`src/rtl/boot_loader_if.sv`:
```
// Boot loader bus: UART byte stream in, byte-laned RAM write port
// and load status out.
interface boot_loader_if #(
    parameter int ADDR_WIDTH = 12
);
    logic                  start;
    logic [7:0]            rx_data;
    logic                  rx_valid;
    logic                  rx_ready;
    logic [ADDR_WIDTH-3:0] addr;
    logic [3:0]            cs_n;
    logic [3:0]            we_n;
    logic [31:0]           data_o;
    logic                  busy;
    logic                  done;
    logic                  error;
    logic [1:0]            err_code;

    modport master (
        output start, rx_data, rx_valid,
        input  rx_ready, addr, cs_n, we_n, data_o,
        input  busy, done, error, err_code
    );

    modport slave (
        input  start, rx_data, rx_valid,
        output rx_ready, addr, cs_n, we_n, data_o,
        output busy, done, error, err_code
    );
endinterface

```
`src/rtl/boot_loader.sv`:
```
// Boot loader: frames a UART byte stream (count, words, checksum) into
// little-endian 32-bit RAM writes starting at word address 0.
module boot_loader #(
    parameter int ADDR_WIDTH     = 12,
    parameter int TIMEOUT_CYCLES = 1000000
) (
    input  logic         clk,
    input  logic         rst_n,
    boot_loader_if.slave bus
);
    localparam int AW = ADDR_WIDTH - 2;
    localparam logic [AW:0] WORDS = {1'b1, {AW{1'b0}}};
    localparam logic [31:0] TMO = 32'(TIMEOUT_CYCLES);

    typedef enum logic [2:0] {
        S_IDLE, S_LEN, S_DATA, S_WRITE, S_CSUM, S_DONE, S_ERR
    } state_t;

    state_t        r_state;
    logic          r_rx_ready;
    logic [AW-1:0] r_addr;
    logic [3:0]    r_cs_n;
    logic [3:0]    r_we_n;
    logic [31:0]   r_data;
    logic          r_busy;
    logic          r_done;
    logic          r_error;
    logic [1:0]    r_err_code;
    logic [7:0]    r_lo;
    logic          r_len_hi;
    logic [AW:0]   r_len;
    logic [AW:0]   r_idx;
    logic [1:0]    r_byte;
    logic [31:0]   r_word;
    logic [7:0]    r_sum;
    logic [31:0]   r_tmo;

    logic          w_acc;
    logic [15:0]   w_n;
    logic [31:0]   w_word;
    logic [AW:0]   w_idx_nx;
    logic          w_tmo;

    assign w_acc    = bus.rx_valid & r_rx_ready;
    assign w_n      = {bus.rx_data, r_lo};
    assign w_word   = {bus.rx_data, r_word[31:8]};
    assign w_idx_nx = r_idx + (AW+1)'(1);
    assign w_tmo    = (TMO != 32'd0) && (r_tmo == TMO);

    always_ff @(posedge clk or negedge rst_n) begin
        if (!rst_n) begin
            r_state    <= S_IDLE;
            r_rx_ready <= 1'b0;
            r_addr     <= '0;
            r_cs_n     <= 4'hF;
            r_we_n     <= 4'hF;
            r_data     <= '0;
            r_busy     <= 1'b0;
            r_done     <= 1'b0;
            r_error    <= 1'b0;
            r_err_code <= 2'd0;
            r_lo       <= '0;
            r_len_hi   <= 1'b0;
            r_len      <= '0;
            r_idx      <= '0;
            r_byte     <= '0;
            r_word     <= '0;
            r_sum      <= '0;
            r_tmo      <= '0;
        end else begin
            r_cs_n <= 4'hF;
            r_we_n <= 4'hF;
            unique case (r_state)
                S_IDLE, S_DONE, S_ERR: begin
                    if (bus.start) begin
                        r_state    <= S_LEN;
                        r_rx_ready <= 1'b1;
                        r_busy     <= 1'b1;
                        r_done     <= 1'b0;
                        r_error    <= 1'b0;
                        r_err_code <= 2'd0;
                        r_len_hi   <= 1'b0;
                        r_idx      <= '0;
                        r_byte     <= '0;
                        r_sum      <= '0;
                        r_tmo      <= '0;
                    end
                end
                S_LEN, S_DATA, S_CSUM: begin
                    r_tmo <= w_acc ? 32'd0 : r_tmo + 32'd1;
                    // an accepted byte beats a timeout in the same cycle
                    if (!w_acc && w_tmo) begin
                        r_state    <= S_ERR;
                        r_rx_ready <= 1'b0;
                        r_busy     <= 1'b0;
                        r_error    <= 1'b1;
                        r_err_code <= 2'd3;
                    end else if (w_acc && r_state == S_LEN) begin
                        if (!r_len_hi) begin
                            r_lo     <= bus.rx_data;
                            r_len_hi <= 1'b1;
                        end else if ({1'b0, w_n} > 17'(WORDS)) begin
                            r_state    <= S_ERR;
                            r_rx_ready <= 1'b0;
                            r_busy     <= 1'b0;
                            r_error    <= 1'b1;
                            r_err_code <= 2'd1;
                        end else begin
                            r_len   <= w_n[AW:0];
                            r_state <= (w_n == 16'd0) ? S_CSUM : S_DATA;
                        end
                    end else if (w_acc && r_state == S_DATA) begin
                        r_word <= w_word;
                        r_sum  <= r_sum + bus.rx_data;
                        r_byte <= r_byte + 2'd1;
                        if (r_byte == 2'd3) begin
                            r_state    <= S_WRITE;
                            r_rx_ready <= 1'b0;
                            r_cs_n     <= 4'h0;
                            r_we_n     <= 4'h0;
                            r_addr     <= r_idx[AW-1:0];
                            r_data     <= w_word;
                        end
                    end else if (w_acc) begin
                        r_rx_ready <= 1'b0;
                        r_busy     <= 1'b0;
                        if (bus.rx_data == r_sum) begin
                            r_state <= S_DONE;
                            r_done  <= 1'b1;
                        end else begin
                            r_state    <= S_ERR;
                            r_error    <= 1'b1;
                            r_err_code <= 2'd2;
                        end
                    end
                end
                S_WRITE: begin
                    r_idx      <= w_idx_nx;
                    r_rx_ready <= 1'b1;
                    r_state    <= (w_idx_nx == r_len) ? S_CSUM : S_DATA;
                end
                default: r_state <= S_IDLE;
            endcase
        end
    end

    assign bus.rx_ready = r_rx_ready;
    assign bus.addr     = r_addr;
    assign bus.cs_n     = r_cs_n;
    assign bus.we_n     = r_we_n;
    assign bus.data_o   = r_data;
    assign bus.busy     = r_busy;
    assign bus.done     = r_done;
    assign bus.error    = r_error;
    assign bus.err_code = r_err_code;
endmodule

```
`src/flat_wrapper.sv`:
```
// flat-port wrapper written by rule: the top's interface ports become plain ports
module boot_loader_flat 
#(
    parameter int ADDR_WIDTH     = 12,
    parameter int TIMEOUT_CYCLES = 1000000
)
  (clk, rst_n, bus_start, bus_rx_data, bus_rx_valid, bus_rx_ready, bus_addr, bus_cs_n, bus_we_n, bus_data_o, bus_busy, bus_done, bus_error, bus_err_code);
  boot_loader_if #(.ADDR_WIDTH(ADDR_WIDTH)) bus_i ();
  input  logic clk;
  input  logic rst_n;
  input wire logic [$bits(bus_i.start)-1:0] bus_start;
  input wire logic [$bits(bus_i.rx_data)-1:0] bus_rx_data;
  input wire logic [$bits(bus_i.rx_valid)-1:0] bus_rx_valid;
  output wire logic [$bits(bus_i.rx_ready)-1:0] bus_rx_ready;
  output wire logic [$bits(bus_i.addr)-1:0] bus_addr;
  output wire logic [$bits(bus_i.cs_n)-1:0] bus_cs_n;
  output wire logic [$bits(bus_i.we_n)-1:0] bus_we_n;
  output wire logic [$bits(bus_i.data_o)-1:0] bus_data_o;
  output wire logic [$bits(bus_i.busy)-1:0] bus_busy;
  output wire logic [$bits(bus_i.done)-1:0] bus_done;
  output wire logic [$bits(bus_i.error)-1:0] bus_error;
  output wire logic [$bits(bus_i.err_code)-1:0] bus_err_code;
  assign bus_i.start = bus_start;
  assign bus_i.rx_data = bus_rx_data;
  assign bus_i.rx_valid = bus_rx_valid;
  assign bus_rx_ready = bus_i.rx_ready;
  assign bus_addr = bus_i.addr;
  assign bus_cs_n = bus_i.cs_n;
  assign bus_we_n = bus_i.we_n;
  assign bus_data_o = bus_i.data_o;
  assign bus_busy = bus_i.busy;
  assign bus_done = bus_i.done;
  assign bus_error = bus_i.error;
  assign bus_err_code = bus_i.err_code;
  boot_loader #(.ADDR_WIDTH(ADDR_WIDTH), .TIMEOUT_CYCLES(TIMEOUT_CYCLES)) u_core (.clk(clk), .rst_n(rst_n), .bus(bus_i));
endmodule
```
`config.mk`:
```
export PLATFORM = sky130hd
export DESIGN_NAME = boot_loader_flat
export DESIGN_NICKNAME = d
export VERILOG_FILES = /design/src/rtl/boot_loader_if.sv /design/src/rtl/boot_loader.sv /design/src/flat_wrapper.sv
export SDC_FILE = /design/constraint.sdc
export NUM_CORES = 1
export LEC_CHECK = 0
export CAP_MARGIN = 15
export CORE_MARGIN = 8
export CORE_UTILIZATION = 35
export DETAILED_ROUTE_END_ITERATION = 16
export GPL_TIMING_DRIVEN = 0
export PLACE_DENSITY = 0.6
export SLEW_MARGIN = 25
export SYNTH_ARGS = -nofsm -noshare
export SYNTH_HDL_FRONTEND = slang
export SYNTH_SLANG_ARGS = --single-unit
```
`constraint.sdc`:
```
create_clock -name clk -period 4.3 [get_ports clk]
set_input_delay 0.86 -clock clk [delete_from_list [all_inputs] [get_ports clk]]
set_output_delay 0.86 -clock clk [all_outputs]
set_load 0.02 [all_outputs]
```
# --- Yosys cells after proc, flatten, opt, wreduce, memory -nomap -nowiden ---
# Cells that the tools add are included.
# W data, S select, Z words.
word_totals:
  ff_bits: 160
  latch_bits: 0
  ram_bits: 0
  rom_bits: 0
  n_memories: 0
classes:
  addsub: 4
  multipliers: 0
  n_div: 0
  order_cmp: 1
  eq_ne: 25
  shifts: 0
  muxes: 71
  bitwise_logic: 5
  reduce_logical: 24
ops:
  columns: ["cell", "n"]
  rows:
  - ["$mux W32", 2]
  - ["$pmux W32 S2", 1]
  - ["$add A32 B1 Y32 const B", 1]
  - ["$eq A32 B20 Y1 const B", 1]
  - ["$mux W8", 4]
  - ["$mux W3", 10]
  - ["$mux W1", 26]
  - ["$mux W2", 12]
  - ["$pmux W11 S2", 1]
  - ["$mux W4", 5]
  - ["$gt A16 B11 Y1 const B", 1]
  - ["$logic_not A16 Y1", 1]
  - ["$pmux W8 S2", 1]
  - ["$reduce_and A4 Y1", 4]
  - ["$reduce_and A5 Y1", 3]
  - ["$reduce_and A7 Y1", 2]
  - ["$ne A4 B2 Y1 const B", 3]
  - ["$reduce_and A6 Y1", 2]
  - ["$add A11 B1 Y11 const B", 1]
  - ["$eq A11 B11 Y1", 1]
  - ["$mux W11", 1]
  - ["$eq A3 B3 Y1 const B", 3]
  - ["$pmux W3 S3", 1]
  - ["$add A8 B8 Y8", 1]
  - ["other kinds (23)", 42]

# --- Depth between registers and ports, before layout ---
# Gate-level depths: netlist of run 1.
logic_depth:
  depth_word: 7
  ltp_mapped: 9
  mapped_depth_nobuf: 9

# --- Worst setup path before layout of run 1 ---
# OpenSTA, ideal clock, no wires.
synth_timing:
  kind: "input to register"
  from: "in bus_rx_data[3]"
  to: "reg u_core.r_sum[7]"
  setup_time_ns: 0.120
  arrival_ns: 2.447
  required_ns: 4.180
  path_slack_ns: 1.732
  cell_stages: 7
  n_path_buf: 0
  cell_sequence: "ha_1 o21ai_0 inv_1 a2111oi_0 nor2_1 xnor2_1 a31o_2"
synth_via:
  elab_chain_len: 5
synth_rtl:
  columns: ["element", "line", "rtl"]
  rows:
  - ["start, declared", "flat_wrapper.sv:12", "input wire logic [$bits(bus_i.rx_data)-1:0] bus_rx_data;"]
  - ["$add A8 B8 Y8", "boot_loader.sv:114", "r_sum <= r_sum + bus.rx_data;"]
  - ["$mux W8", "boot_loader.sv:112", "end else if (w_acc && r_state == S_DATA) begin"]
  - ["$mux W8", "boot_loader.sv:98", "end else if (w_acc && r_state == S_LEN) begin"]
  - ["$mux W8", "boot_loader.sv:92", "if (!w_acc && w_tmo) begin"]
  - ["$pmux W8 S2", "boot_loader.sv:73", "unique case (r_state)"]
  - ["end signal, assigned", "boot_loader.sv:114", null]
  - ["end, declared", "boot_loader.sv:35", "logic [7:0] r_sum;"]
# Every way passes these cells. The select of a mux whose other input is x is not followed.
# A chain may end at the register's enable or synchronous reset.

# --- Worst setup path after layout of run 1 ---
layout_timing:
  from: "in bus_rx_data[2]"
  to: "reg u_core.r_sum[7]"
# The elaborated chain is that of the path after synthesis.

==> reports/qor.yml, run 1 <==
cts_tree: "done"
drtIter0Drc: 269
cts_max_level: 4
ys_types: 72
grt.overflow.total: 0
hp-class: "input port to asynchronous set/reset pin"
startpoint_type: "input port"
dieArea_um2: 25800
synth_edf_count: 0
r2r_slack_ps: 1820
area_delta_synth_final_pct: 22.0
end_kind: "register"
grt_max_degree: 85
finalHoldWorstSlack_ps: 420
slew_viol_final: 0
ys_seq_elements: 149
cts_root_buf: "clkbuf_16"
antenna_found_initial: 0
fmax_mhz: 322
fp.dieW_um: 161
yosysSeqAreaShare_pct: 51.0
grt_pass1_wl_um: 28900
cts_resized: 0
synthesis.area_um2: 7320
async_flop_share_pct: 100
num_vias: 5484
cts_hold_buf: 0
p_per_area_nw_per_um2: 329
synth_cells: 722
path_cells: "clkdlybuf4s50_1, ha_1, inv_1, o211ai_1, a2111oi_0, nor2_1, xnor2_1, a31o_2"
die_y_um: 161
io_pins: 68
tightest_slew_ps: 808
setup_viol: 0
grt_pass1_vias: 5487
yosys_warnings: 0
power_leakage_nw: 4.17
rows: 53
yosys.area.top_type: "dfrtp_1"
vdd_drop_max_v: 0.000267
rsz0062_at_grt: "false"
via_per_inst: 5.00
period_share_pct: 72.3
initial_core_util_pct: 35.2
portBuffers: 66
relSlewSlack_pct: 44.7
wirelength_um: 17100
wl_per_cell_um: 15.6
insertion_delay_ps: 440
first_pass_iters: 6
cts_buffers: 17
avgSynthCellArea_um2: 10.1
synth.area.top_cells: "dfrtp_1, mux2_2, nand2_1, o21ai_0, xor2_1"
drive_above_1_share_pct: 16.6
final_cell_mix: "dfrtp_1, nand2_1, clkdlybuf4s50_1, mux2_2, o21ai_0"
ant_nets: 0
crit_arrival_ps: 3420
max_stage_delay_ps: 730
period_needed_ps: 3110
path_clk_slew_ps: 70
synth_top_area_share_pct: 50.6
ys.flop_type: "dfrtp_1"
tns_ps: 0
layout_commonest_cell: "dfrtp_1"
hold_violations: 0
nets: 832
maxCapViolations: 0
cp_max_fo: 8
outcome: "finished clean"
slowest_stage: "a2111oi_0"
required_ps: 4620
placeableCoreArea_um2: 20800
cts_num_sinks: 149
syn_nets: 746
routabilityCongestion: 0.797
dpl.hpwl_um: 12300
post-cts-setup-buffers: 0
path_class: "input port to register"
antenna_cells: 0
clock_path_buffers: 2
drcViolationCount: 0
finClkSkew_ps: 12.4
grt_usage_pct: 13.8
## flip-flops by register name, summed over array words and instances (netlist names), 2 cells and up
register,count
u_core.r_lo,8
u_core.r_sum,8
u_core.r_word,24
u_core.r_len,11
u_core.r_tmo,32
u_core.r_idx,11
u_core.r_byte,2
u_core.bus.err_code,2
u_core.bus.data_o,32
u_core.bus.addr,10
u_core.r_state,3
## cells in the mapped netlist (2+ instances only)
library cell and number:
ha_1 11, dfrtp_1 148, a31oi_1 5, o21a_1 4, and2_1 6, nor4b_1 2
o2111ai_1 3, or2_2 2, nor2_1 45, nor4_1 7, and3_1 6, inv_1 16
o41ai_1 2, nand4_1 13, a21boi_1 2, buf_4 12, nor3_1 9, nand2_1 141
o32ai_1 2, buf_2 16, a21o_1 2, a21oi_2 2, o211ai_1 4, nor4_4 3
nor2b_1 4, o22ai_1 2, nor3b_1 2, o21ai_0 48, clkbuf_1 12, nand2b_1 5
and3b_1 2, xor2_1 25, or3_1 8, nand4_2 2, xnor2_1 14, nand3_1 23
and4_1 2, a21boi_0 2, o31ai_1 6, a21oi_1 17, nand3b_1 2, mux2_2 52
nand4b_1 2
## power by group
group | switching (mW) | internal [mW] | leakage (nW)
registers | 0.00649 | 1.41 | 1.99
logic | 0.0510 | 0.0243 | 1.89
clock network | 0.634 | 0.815 | 0.284
## kinds of logic after synthesis
| group | after synthesis | synth area share, % |
|---|---|---|
| AO/OA/AOI/OAI | 116 | 10.2 |
| AND/OR/NAND/NOR | 297 | 20.1 |
| buffers and inverters | 56 | 3.76 |
| XOR/XNOR | 39 | 4.67 |
| adder cells (fa/ha/maj) | 12 | 2.15 |
| flip-flops | 149 | 51.0 |
| multiplexers | 53 | 8.14 |
## worst paths after layout
path / startpoint / endpoint / depth (start not counted)
max: bus_rx_data[2] / u_core.r_sum[7] / 8
min: rst_n / u_core.r_word[12] / 1
max reg2reg: u_core.r_sum[1] / u_core.r_sum[7] / 7
min reg2reg: u_core.r_word[9] / u_core.r_word[9] / 2
max in group asynchronous: rst_n / u_core.r_tmo[0] / 2
min in group clk: u_core.r_word[9] / u_core.r_word[9] / 2
## worst max-delay path: cells and delay by family
kind	cells	cell delay, ps
fa+ha+maj	1	340
xor+xnor	1	170
compound gates	3	1120
buf+inv	2	790
simple gates	1	140
## through the flow
stage               instances  utilization [%]  area (µm²)  total power, mW  setup WS, ps
CTS                      1096             43.0        8920             2.97          1260
detailed placement       1064             40.2        8350             1.52           808
global placement         1063             40.1        8320             1.51         -3810
global route             1096             43.0        8920             3.05          1040
floorplan                 722                -        7320             1.46          1730
finish                   1096             43.0        8920             2.94          1190
## layout make-up
type | count | area (µm²)
Buffer | 40 | 215
Clock inverter | 14 | 141
Sequential cell | 149 | 3730
Timing Repair Buffer | 67 | 693
Inverter | 16 | 60.1
Fill cell | 2030 | 11800
Tap cell | 275 | 344
Multi-Input combinational cell | 517 | 3310
Clock buffer | 18 | 429
## per-layer routing
| metal | wire length, µm | track usage, % |
|---|---|---|
| met1 | 8130 | 17.9 |
| met2 | 8120 | 21.9 |
| met3 | 693 | 3.15 |
| met4 | 194 | 5.44 |
| met5 | 0 | 0 |
Power figures use the tool's default switching activity.
==> run 2, diff against run 1 <==
Settings changed: PLACE_DENSITY 0.6 to 0.62.
Clock period 4.3 ns to 2.8 ns, I/O delays scaled along.
==> reports/qor.yml, run 2 (synthesis gave the netlist of run 1 again) <==
relSlewSlack_pct: 48.5
wirelength_um: 17200
drcViolationCount: 0
startpoint: "bus_rx_data[2]"
placeableCoreArea_um2: 20800
initial_core_util_pct: 35.2
ant_nets: 0
required_ps: 3110
fmax_mhz: 385
portBuffers: 66
path_clk_slew_ps: 60
p_per_area_nw_per_um2: 517
grt.overflow.total: 0
multiInputGateArea_um2: 3310
grt_max_degree: 91
grt_pass1_vias: 5617
drtIter0Drc: 414
dieArea_um2: 25800
cp_max_fo: 8
final_cell_mix: "dfrtp_1, nand2_1, clkdlybuf4s50_1, mux2_2, o21ai_0"
cts_tree: "done"
path_class: "input port to register"
insertion_delay_ps: 430
cts_root_buf: "clkbuf_16"
cts_buffers: 17
period_needed_ps: 2600
antenna_cells: 0
drive_above_1_share_pct: 16.6
layout_commonest_cell: "dfrtp_1"
maxCapViolations: 0
r2r-start: "u_core.r_idx[0]"
outcome: "finished clean"
crit_arrival_ps: 2910
num_vias: 5546
rows: 53
tightest_slew_ps: 769
die_y_um: 161
first_pass_iters: 4
period_share_pct: 92.8
power_leakage_nw: 4.20
grt_usage_pct: 13.9
dpl.hpwl_um: 12000
finClkSkew_ps: 10.9
fp.dieW_um: 161
fin_total_pwr_mw: 4.65
final_cell_area_um2: 8990
setup_viol: 0
area_delta_synth_final_pct: 22.9
fillers: 1999
io_pins: 68
slew_viol_final: 0
cts_max_level: 4
routabilityCongestion: 0.821
seqCellArea_um2: 3730
hold_violations: 0
antenna_found_initial: 0
tns_ps: 0
hp-class: "register to register"
post-cts-setup-buffers: 0
rsz0062_at_grt: "false"
cts_num_sinks: 149
min_from: "u_core.r_word[11]"
placed_cell_area_um2: 8380
vdd_drop_max_v: 0.000424
clock_path_buffers: 2
via_per_inst: 5.05
startpoint_type: "input port"
end_kind: "register"
wl_per_cell_um: 15.6
grt_pass1_wl_um: 29300
nets: 834
-- run 2: per-stage QoR --
stage	std cells	utilization [%]	setup slack [ps]	hold slack, ps
after global placement	1063	40.1	-5000	458
after floorplan	722	-	532	264
after detailed placement	1065	40.4	-365	363
after global routing	1098	43.3	24.0	495
final	1098	43.3	203	475
after CTS	1098	43.3	68.4	479
-- run 2: routing by layer --
layer | routed length, µm | track usage, % | vias to the layer above
met1 | 8330 | 19.2 | 2732
met5 | 0 | 0 | -
li1 | - | - | 2693
met3 | 792 | 3.25 | 17
met4 | 212 | 4.21 | 0
met2 | 7850 | 21.2 | 104
-- run 2: area by class of cell --
class	count	share of cell area, %
multi-input cells	517	36.8
clock inverters	13	1.75
inverters	16	0.668
repair buffers	69	8.13
plain buffers	40	2.39
flip-flops and latches	149	41.5
clock buffers	19	4.93
well taps	275	3.83
-- run 2: critical path: stages --
cell and delay [ps]:
clkdlybuf4s50_1 700, ha_1 340, inv_1 80, o211ai_1 130
a2111oi_1 560, nor2_1 130, xnor2_1 150, a31o_2 260
-- run 2: path summary, 6_finish.rpt --
kind / slack, ps / endpoint / depth (start not counted)
setup / recovery: 200 / u_core.r_sum[7] / 8
max in group asynchronous: 1400 / u_core.r_tmo[21] / 4
min in group asynchronous: 510 / u_core.bus.data_o[4] / 2
hold reg to reg: 470 / u_core.r_word[11] / 2
setup reg to reg: 460 / u_core.r_state[1] / 8
hold / removal: 470 / u_core.r_word[11] / 2
-- run 2: where the power goes --
group	total [mW]	switching [mW]	leakage, nW	internal [mW]
Sequential	2.17	0.00917	1.99	2.16
Clock	2.36	0.990	0.298	1.37
Combinational	0.122	0.0801	1.91	0.0421
-- run 2: repair_timing --
item,CTS,global route
hold endpoints to repair,8,0
setup endpoints to repair,0,1
resized for setup,0,1
hold buffers,1,0
==> run 3, diff against run 2 <==
Settings changed: CORE_ASPECT_RATIO set to 0.8, CORE_MARGIN 8 to 1.5.
==> reports/qor.yml, run 3 (synthesis gave the netlist of run 1 again) <==
outcome: "finished clean"
path_cells: "clkdlybuf4s50_1, ha_1, nor4_1, and3_1, a21boi_0, o21bai_1, nand4_1, o211ai_1"
finClkSkew_ps: 7.67
rows: 47
hold_violations: 0
cts_hold_buf: 0
cts_resized: 0
cts_root_buf: "clkbuf_16"
max_stage_delay_ps: 750
cts_num_sinks: 149
cp_max_fo: 8
startpoint_type: "input port"
antenna_found_initial: 0
via_per_inst: 5.10
portBuffers: 66
clock_path_buffers: 2
hp-class: "input port to asynchronous set/reset pin"
initial_core_util_pct: 35.5
utilization_pct: 43.4
drcViolationCount: 0
critical_path.top_delay_family: "buffers and inverters"
path_clk_slew_ps: 60
end_kind: "register"
grt_usage_pct: 16.5
grt_max_degree: 87
nets: 833
period_needed_ps: 2580
drive_above_1_share_pct: 16.7
r2r_slack_ps: 520
first_pass_iters: 5
dpl.hpwl_um: 11600
rsz0062_at_grt: "false"
period_share_pct: 92.2
wl_per_cell_um: 15.3
wirelength_um: 16700
fp.dieW_um: 165
insertion_delay_ps: 420
slowest_stage: "clkdlybuf4s50_1"
tightest_slew_ps: 677
placeableCoreArea_um2: 20600
layout_commonest_cell: "dfrtp_1"
critical_path_buf_inv_count: 1
final_cell_mix: "dfrtp_1, nand2_1, clkdlybuf4s50_1, mux2_2, o21ai_0"
num_vias: 5563
die_y_um: 132
routabilityCongestion: 0.880
required_ps: 3080
slew_viol_final: 0
dieArea_um2: 21800
ant_nets: 0
power_leakage_nw: 4.17
grt.overflow.total: 0
crit_arrival_ps: 2860
relSlewSlack_pct: 54.7
cts_tree: "done"
antenna_cells: 0
area_delta_synth_final_pct: 22.2
p_per_area_nw_per_um2: 505
io_pins: 68
maxCapViolations: 0
post-cts-setup-buffers: 0
path_class: "input port to register"
cts_buffers: 17
finalHoldWorstSlack_ps: 135
fmax_mhz: 387
grt_pass1_vias: 5278
setup_viol: 0
vdd_drop_max_v: 0.000312
drtIter0Drc: 322
cts_max_level: 4
grt_pass1_wl_um: 28100
run 3: changes by cell type in the layout (fill, tap and decap cells not counted), sizes merged:
cell / before / now
clkbuf: 31 / 30
dlygate4sd3: 1 / 0
clkinvlp: 0 / 3
inv: 26 / 18
clkinv: 1 / 6
run 3: routing by layer:
metal / routed length, µm / global-route usage (%) / up-vias / share of wire (%)
met5: 0 / 0 / - / 0
met4: 176 / 4.55 / 0 / 1.1
met3: 668 / 4.09 / 16 / 4.0
met2: 7220 / 22.7 / 106 / 43
met1: 8640 / 25.3 / 2740 / 52
li1: - / - / 2701 / -
run 3: cell type report:
type | instances | area, µm²
clock buffers | 18 | 429
well taps | 269 | 337
inverters | 16 | 60.1
multi-input cells | 517 | 3320
clock inverters | 13 | 134
fillers | 2010 | 11600
flip-flops and latches | 149 | 3730
plain buffers | 40 | 215
repair buffers | 68 | 721
run 3: where the power goes:
| group | total, mW | internal [mW] | switching, mW |
|---|---|---|---|
| registers | 2.17 | 2.16 | 0.0100 |
| clock network | 2.22 | 1.30 | 0.917 |
| logic | 0.121 | 0.0412 | 0.0801 |
run 3: final timing paths:
check,endpoint,from,cells past startpoint
worst max-delay path,u_core.r_state[1],bus_rx_data[2],8
worst min-delay path,u_core.bus.addr[5],rst_n,2
worst max register to register,u_core.r_state[2],u_core.r_state[2],7
worst min register to register,u_core.r_word[11],u_core.r_word[11],2
max in group asynchronous,u_core.r_word[22],rst_n,3
min in group clk,u_core.r_word[11],u_core.r_word[11],2
run 3: through the flow:
step	setup WS [ps]	setup TNS [ps]	std cells	instance area (µm²)	total power, mW
final	219	0	1090	8940	4.51
after global routing	12.4	0	1090	8940	4.67
after CTS	48.6	0	1090	8940	4.56
after detailed placement	-402	-1230	1059	8370	2.34
after global placement	-5150	-764540	1057	8310	2.33
after floorplan	532	0	722	7320	2.24
